$ cat src/rtl/alu_issue_ctrl.sv
// alu_issue_ctrl: four-state issue controller for the 8-bit combinational ALU.
// Holds an 8-entry register file (r0 reads as zero). It registers the operands
// and the opcode toward the ALU, captures the result and the zero flag, and
// writes the result back to rd.
module alu_issue_ctrl #(
   parameter int DATA_W = 8
) (
   input  logic              clk,
   input  logic              reset,
   input  logic              instr_valid,
   input  logic [8:0]        instr,
   output logic              instr_ready,
   input  logic              rf_wr_en,
   input  logic [2:0]        rf_wr_addr,
   input  logic [DATA_W-1:0] rf_wr_data,
   input  logic [2:0]        rf_rd_addr,
   output logic [DATA_W-1:0] rf_rd_data,
   output logic [DATA_W-1:0] alu_input_a,
   output logic [DATA_W-1:0] alu_input_b,
   output logic [2:0]        alu_opcode,
   input  logic [DATA_W-1:0] alu_out,
   input  logic              alu_zero,
   output logic              done,
   output logic [DATA_W-1:0] result_out,
   output logic              zero_flag
);

   typedef enum logic [1:0] {
      S_IDLE      = 2'd0,
      S_FETCH_OPS = 2'd1,
      S_EXECUTE   = 2'd2,
      S_WRITEBACK = 2'd3
   } state_t;

   state_t            r_state;
   state_t            w_next;
   logic [8:0]        r_ir;
   logic [DATA_W-1:0] r_rf [8];
   logic [DATA_W-1:0] r_alu_a;
   logic [DATA_W-1:0] r_alu_b;
   logic [2:0]        r_alu_op;
   logic [DATA_W-1:0] r_result;
   logic              r_zero;
   logic [2:0]        w_rd;
   logic [2:0]        w_rs;
   logic              w_accept;
   logic              w_host_wr;

   // r0 is architecturally zero no matter what the array holds
   function automatic logic [DATA_W-1:0] rf_read(input logic [2:0] addr,
                                                 input logic [DATA_W-1:0] val);
      rf_read = (addr == 3'd0) ? '0 : val;
   endfunction

   assign w_rd        = r_ir[5:3];
   assign w_rs        = r_ir[2:0];
   assign w_accept    = instr_valid && (r_state == S_IDLE);
   assign w_host_wr   = rf_wr_en && (r_state == S_IDLE) && (rf_wr_addr != 3'd0);
   assign rf_rd_data  = rf_read(rf_rd_addr, r_rf[rf_rd_addr]);
   assign alu_input_a = r_alu_a;
   assign alu_input_b = r_alu_b;
   assign alu_opcode  = r_alu_op;
   assign result_out  = r_result;
   assign zero_flag   = r_zero;

   // State register; reset aborts any in-flight instruction
   always_ff @(posedge clk or posedge reset) begin
      if (reset) r_state <= S_IDLE;
      else       r_state <= w_next;
   end

   // Next-state sequencing and handshake/retire outputs
   always_comb begin
      w_next      = r_state;
      instr_ready = 1'b0;
      done        = 1'b0;
      case (r_state)
         S_IDLE: begin
            instr_ready = 1'b1;
            if (instr_valid) w_next = S_FETCH_OPS;
         end
         S_FETCH_OPS: w_next = S_EXECUTE;
         S_EXECUTE:   w_next = S_WRITEBACK;
         S_WRITEBACK: begin
            done   = 1'b1;
            w_next = S_IDLE;
         end
         default: w_next = S_IDLE;
      endcase
   end

   // Instruction latch, ALU operand registers and result capture
   always_ff @(posedge clk or posedge reset) begin
      if (reset) begin
         r_ir     <= '0;
         r_alu_a  <= '0;
         r_alu_b  <= '0;
         r_alu_op <= '0;
         r_result <= '0;
         r_zero   <= 1'b0;
      end else begin
         if (w_accept) r_ir <= instr;
         if (r_state == S_FETCH_OPS) begin
            r_alu_a  <= rf_read(w_rd, r_rf[w_rd]);
            r_alu_b  <= rf_read(w_rs, r_rf[w_rs]);
            r_alu_op <= r_ir[8:6];
         end
         if (r_state == S_EXECUTE) begin
            r_result <= alu_out;
            r_zero   <= alu_zero;
         end
      end
   end

   // Register file: host writes only in IDLE, result writeback only in WRITEBACK
   always_ff @(posedge clk or posedge reset) begin
      if (reset) begin
         for (int i = 0; i < 8; i++) r_rf[i] <= '0;
      end else begin
         if (w_host_wr) r_rf[rf_wr_addr] <= rf_wr_data;
         if ((r_state == S_WRITEBACK) && (w_rd != 3'd0)) r_rf[w_rd] <= r_result;
      end
   end

endmodule
$ cat config.mk
export PLATFORM = sky130hd
export DESIGN_NAME = alu_issue_ctrl
export DESIGN_NICKNAME = d
export VERILOG_FILES = /design/src/rtl/alu_issue_ctrl.sv
export SDC_FILE = /design/constraint.sdc
export NUM_CORES = 1
export LEC_CHECK = 0
export CORE_UTILIZATION = 30
export CTS_BUF_LIST = sky130_fd_sc_hd__clkbuf_16
export CTS_CLUSTER_DIAMETER = 120
export CTS_CLUSTER_SIZE = 12
export DETAILED_ROUTE_END_ITERATION = 10
export PLACE_DENSITY_LB_ADDON = 0.1
export SLEW_MARGIN = 0
export SYNTH_ARGS = -nofsm -noshare
export SYNTH_HDL_FRONTEND = slang
export SYNTH_SLANG_ARGS = --single-unit
$ cat constraint.sdc
create_clock -name clk -period 4.12 [get_ports clk]
set_clock_uncertainty 0.05 [all_clocks]
set_input_delay 0.824 -clock clk [delete_from_list [all_inputs] [get_ports clk]]
set_output_delay 0.824 -clock clk [all_outputs]
set_load 0.03 [all_outputs]
==> metrics.csv <==
stage,metric,value,unit
synth,Yosys top cell area share,42.60,%
critical_path,FF-to-FF path depth,5,
power,Worst VDD drop,0.2949,mV
clock_network,Root Buffer,clkbuf_16,
critical_path,flop-to-flop setup slack,1.71,ns
routing,drt drc,16,
critical_path,FF-to-FF Start,r_ir[4],
global_route,grt total ovfl,0,
synth,Area contributors post-synth,"dfrtp_1 (43%), mux2i_1 (13%), mux2_2 (11%)",
timing,slew margin rel.,34.86,%
synth,syn_nets,555,
floorplan,Die Area,0.01915,mm^2
clock_network,CTS H-Tree Depth,3,
hold_path,Hold Path Class,reg2reg,
clock_network,CTS Buf Count,9,
floorplan,I/O Pins,74,
critical_path,CP Capture Type,output pin,
floorplan,DIE WIDTH,138.4,um
clock_network,post-CTS setup buffer count,0,
synth,Mapped Cells,514,
global_route,first-pass GRT wire length,24500,um
power,Logic pwr share,45.7,%
synth,most frequent cell after synthesis,dfrtp_1,
synth,Post-synth EDFFs,0,
clock_network,post-CTS sizing,0,
routing,drt via density,5.325,
clock_network,maximum clock path buffer count,2,
timing,"Hold Vio Cnt, Final",0,
finish,share of cells above drive strength 1,18.60,%
timing,setup violators final,0,
finish,antenna cells,0,
timing,RSZ-0062 raised after global routing,no,
synth,Post-synth top cells,"dfrtp_1 (95), mux2i_1 (72), mux2_2 (54), a21oi_1 (42), nand2_1 (35)",
power,leakage power total,2.625,nW
routing,total wire length,15310,um
global_route,antenna violations before repair,0,
clock_network,clk_lat worst skew,0.35,ns
finish,nets,608,
global_route,global routing usage on met3,2.529,%
hold_path,hold_sp,r_ir[7],
placed_design,Placed Area,0.006467,mm^2
global_route,busiest grt layer,met2,
routing,WL/cell,19.16,um
synth,"Avg Cell Area, Syn",10.86,um^2
routing,Final ANT Viol Nets,0,
power,share of power burned in the clock network,16.2,%
timing,Pins Over Slew Limit,0,
job,Max Cap Viol,0,
power,Seq pwr share,38.2,%
global_route,largest net degree at the start of global routing,40,
placed_design,# port buffers,73,
floorplan,Initial Utilization,30.85,%
routing,total number of vias,4255,
routing,DRT iter0 DRCs,291,
floorplan,die span in y,138.4,um
global_route,GRT Resource Usage Total,16.67,%
floorplan,core area,0.01809,mm^2
placed_design,placed wire-length estimate,11610,um
run_status,failing checks,design-rule violations,
synth,"Seq/Total Area, Yosys",42.60,%
timing,f_max,287.9,MHz
clock_network,clock slew at reported path FFs,0.06,ns
clock_network,clock sink count,95,
synth,"Top FF cell, synth",dfrtp_1,
timing,fin crit share,84.32,%
finish,design area,0.006778,mm^2
routing,drt first pass iters,11,
critical_path,crit path max fanout,7,
clock_network,Post-CTS Hold Buffers,0,
synth,Yosys Warn Count,0,
critical_path,startpoint types,input port,
synth,"Async S/R FF share, synth",100.0,%
timing,worst slew pin tran,0.9771,ns
global_route,grt met1 use,24.38,%
critical_path,Critical Path Sink,rf_rd_data[3],
global_route,met2 Usage GRT,24.63,%
power,switching part of the total,41.83,%
synth,Netlist Area Pre-Place,0.005580,mm^2
power,pwr dens,821.4,mW/mm^2
synth,Yosys reg bits,95,
power,sw power,2.329,mW
synth,count of cell types in the netlist,38,
timing,setup tns final,0,ns
clock_network,CTS tree,yes,
critical_path,RR Endpoint,alu_input_a[2],
finish,synthesis-to-layout area growth,21.46,%
critical_path,WP data arrival,2.60,ns
run_status,status,finished with violations,
critical_path,"Req. time, crit path",3.25,ns
synth,leading area contributor after synthesis,dfrtp_1,
critical_path,Critical Path Start,rf_rd_addr[0],
floorplan,# rows,49,
power,cell-internal power,3.239,mW
timing,Tmin final,3.474,ns
critical_path,Crit Path Class,in2out,
placed_design,GP Congestion,0.8094,
global_route,vias in the first global route,4105,
[worst min-delay path by stage]
stage                     to  slack (ns)  depth (start not counted)
2_1_floorplan  alu_opcode[0]        0.42                          1
3_3_place_gp   alu_opcode[2]        0.43                          1
5_1_grt              r_ir[7]        0.45                          1
4_1_cts              r_ir[7]        0.45                          1
6_report             r_ir[7]        0.45                          1
3_5_place_dp         r_ir[7]        0.44                          1
[layout by cell type (no fill, tap or decap), types with 2 or more instances in the layout]
cell type / n
a21oi_1: 42
clkdlybuf4s50_1: 65
mux4_1: 4
a311oi_1: 9
nor2_1: 33
a222oi_1: 7
a211oi_1: 7
mux2i_1: 72
nand2_1: 35
nand4b_1: 3
bufinv_16: 2
nand3b_1: 2
mux4_2: 11
ha_1: 5
clkbuf_16: 9
nand3_1: 2
nand2b_1: 3
nor2_2: 6
o22ai_1: 2
buf_4: 18
clkinv_4: 2
o21ai_0: 23
a221oi_1: 15
inv_1: 20
dfrtp_1: 95
nor2b_1: 10
mux2_2: 54
[metrics by stage]
stage	total power [mW]	cells	hold WS [ns]	util, %	setup WS [ns]
final	5.567	799	0.4487	37.47	0.6460
after CTS	5.605	799	0.4514	37.47	0.6245
after detailed placement	4.681	785	0.4379	35.76	0.6287
after global placement	4.620	785	0.4320	35.76	0.6300
after floorplan	3.788	514	0.4237	-	0.7690
after global routing	5.944	799	0.4549	37.47	0.5791
[metal layers]
metal  routed length, um  vias to the layer above
li1                    -                     2014
met1                7527                     2073
met2                6661                      151
met3                 856                       17
met4                 263                        0
met5                   0                        -
[power groups by stage]
stage / Sequential, mW / Combinational, mW / Clock (mW)
2_1_floorplan: 1.95 / 1.84 / 0
5_1_grt: 2.20 / 2.78 / 0.964
3_5_place_dp: 2.12 / 2.56 / 0
6_report: 2.12 / 2.54 / 0.901
4_1_cts: 2.11 / 2.57 / 0.930
3_3_place_gp: 2.11 / 2.51 / 0
[sequential cells by signal, indices dropped and copies added (netlist names)]
signal and flops:
r_rf 56, r_ir 9, alu_input_a 8, alu_input_b 8, result_out 8, alu_opcode 3
r_state 2, zero_flag 1
[kinds of logic (layout without fill, tap and decap cells)]
| family | after synthesis | after routing | share of synthesized area [%] |
|---|---|---|---|
| AO/OA/AOI/OAI | 109 | 109 | 12.56 |
| adder cells (fa/ha/maj) | 5 | 5 | 1.121 |
| buffers and inverters | 62 | 118 | 4.843 |
| flip-flops | 95 | 95 | 42.60 |
| multiplexers | 141 | 141 | 30.13 |
| AND/OR/NAND/NOR | 102 | 102 | 8.745 |
[worst max-delay path: stages]
cell and delay, ns:
clkdlybuf4s50_1 0.67, buf_4 0.23, mux4_2 0.49, inv_1 0.06
a21oi_1 0.09, buf_4 0.22
[cell type report]
| type | count | area [um^2] |
|---|---|---|
| fillers | 1750 | 11310 |
| multi-input cells | 357 | 2938 |
| flip-flops and latches | 95 | 2377 |
| repair buffers | 83 | 785.8 |
| well taps | 229 | 286.5 |
| clock buffers | 9 | 225.2 |
| clock inverters | 5 | 85.08 |
| inverters | 21 | 80.08 |
No activity file was read; power rests on OpenSTA's default activity.
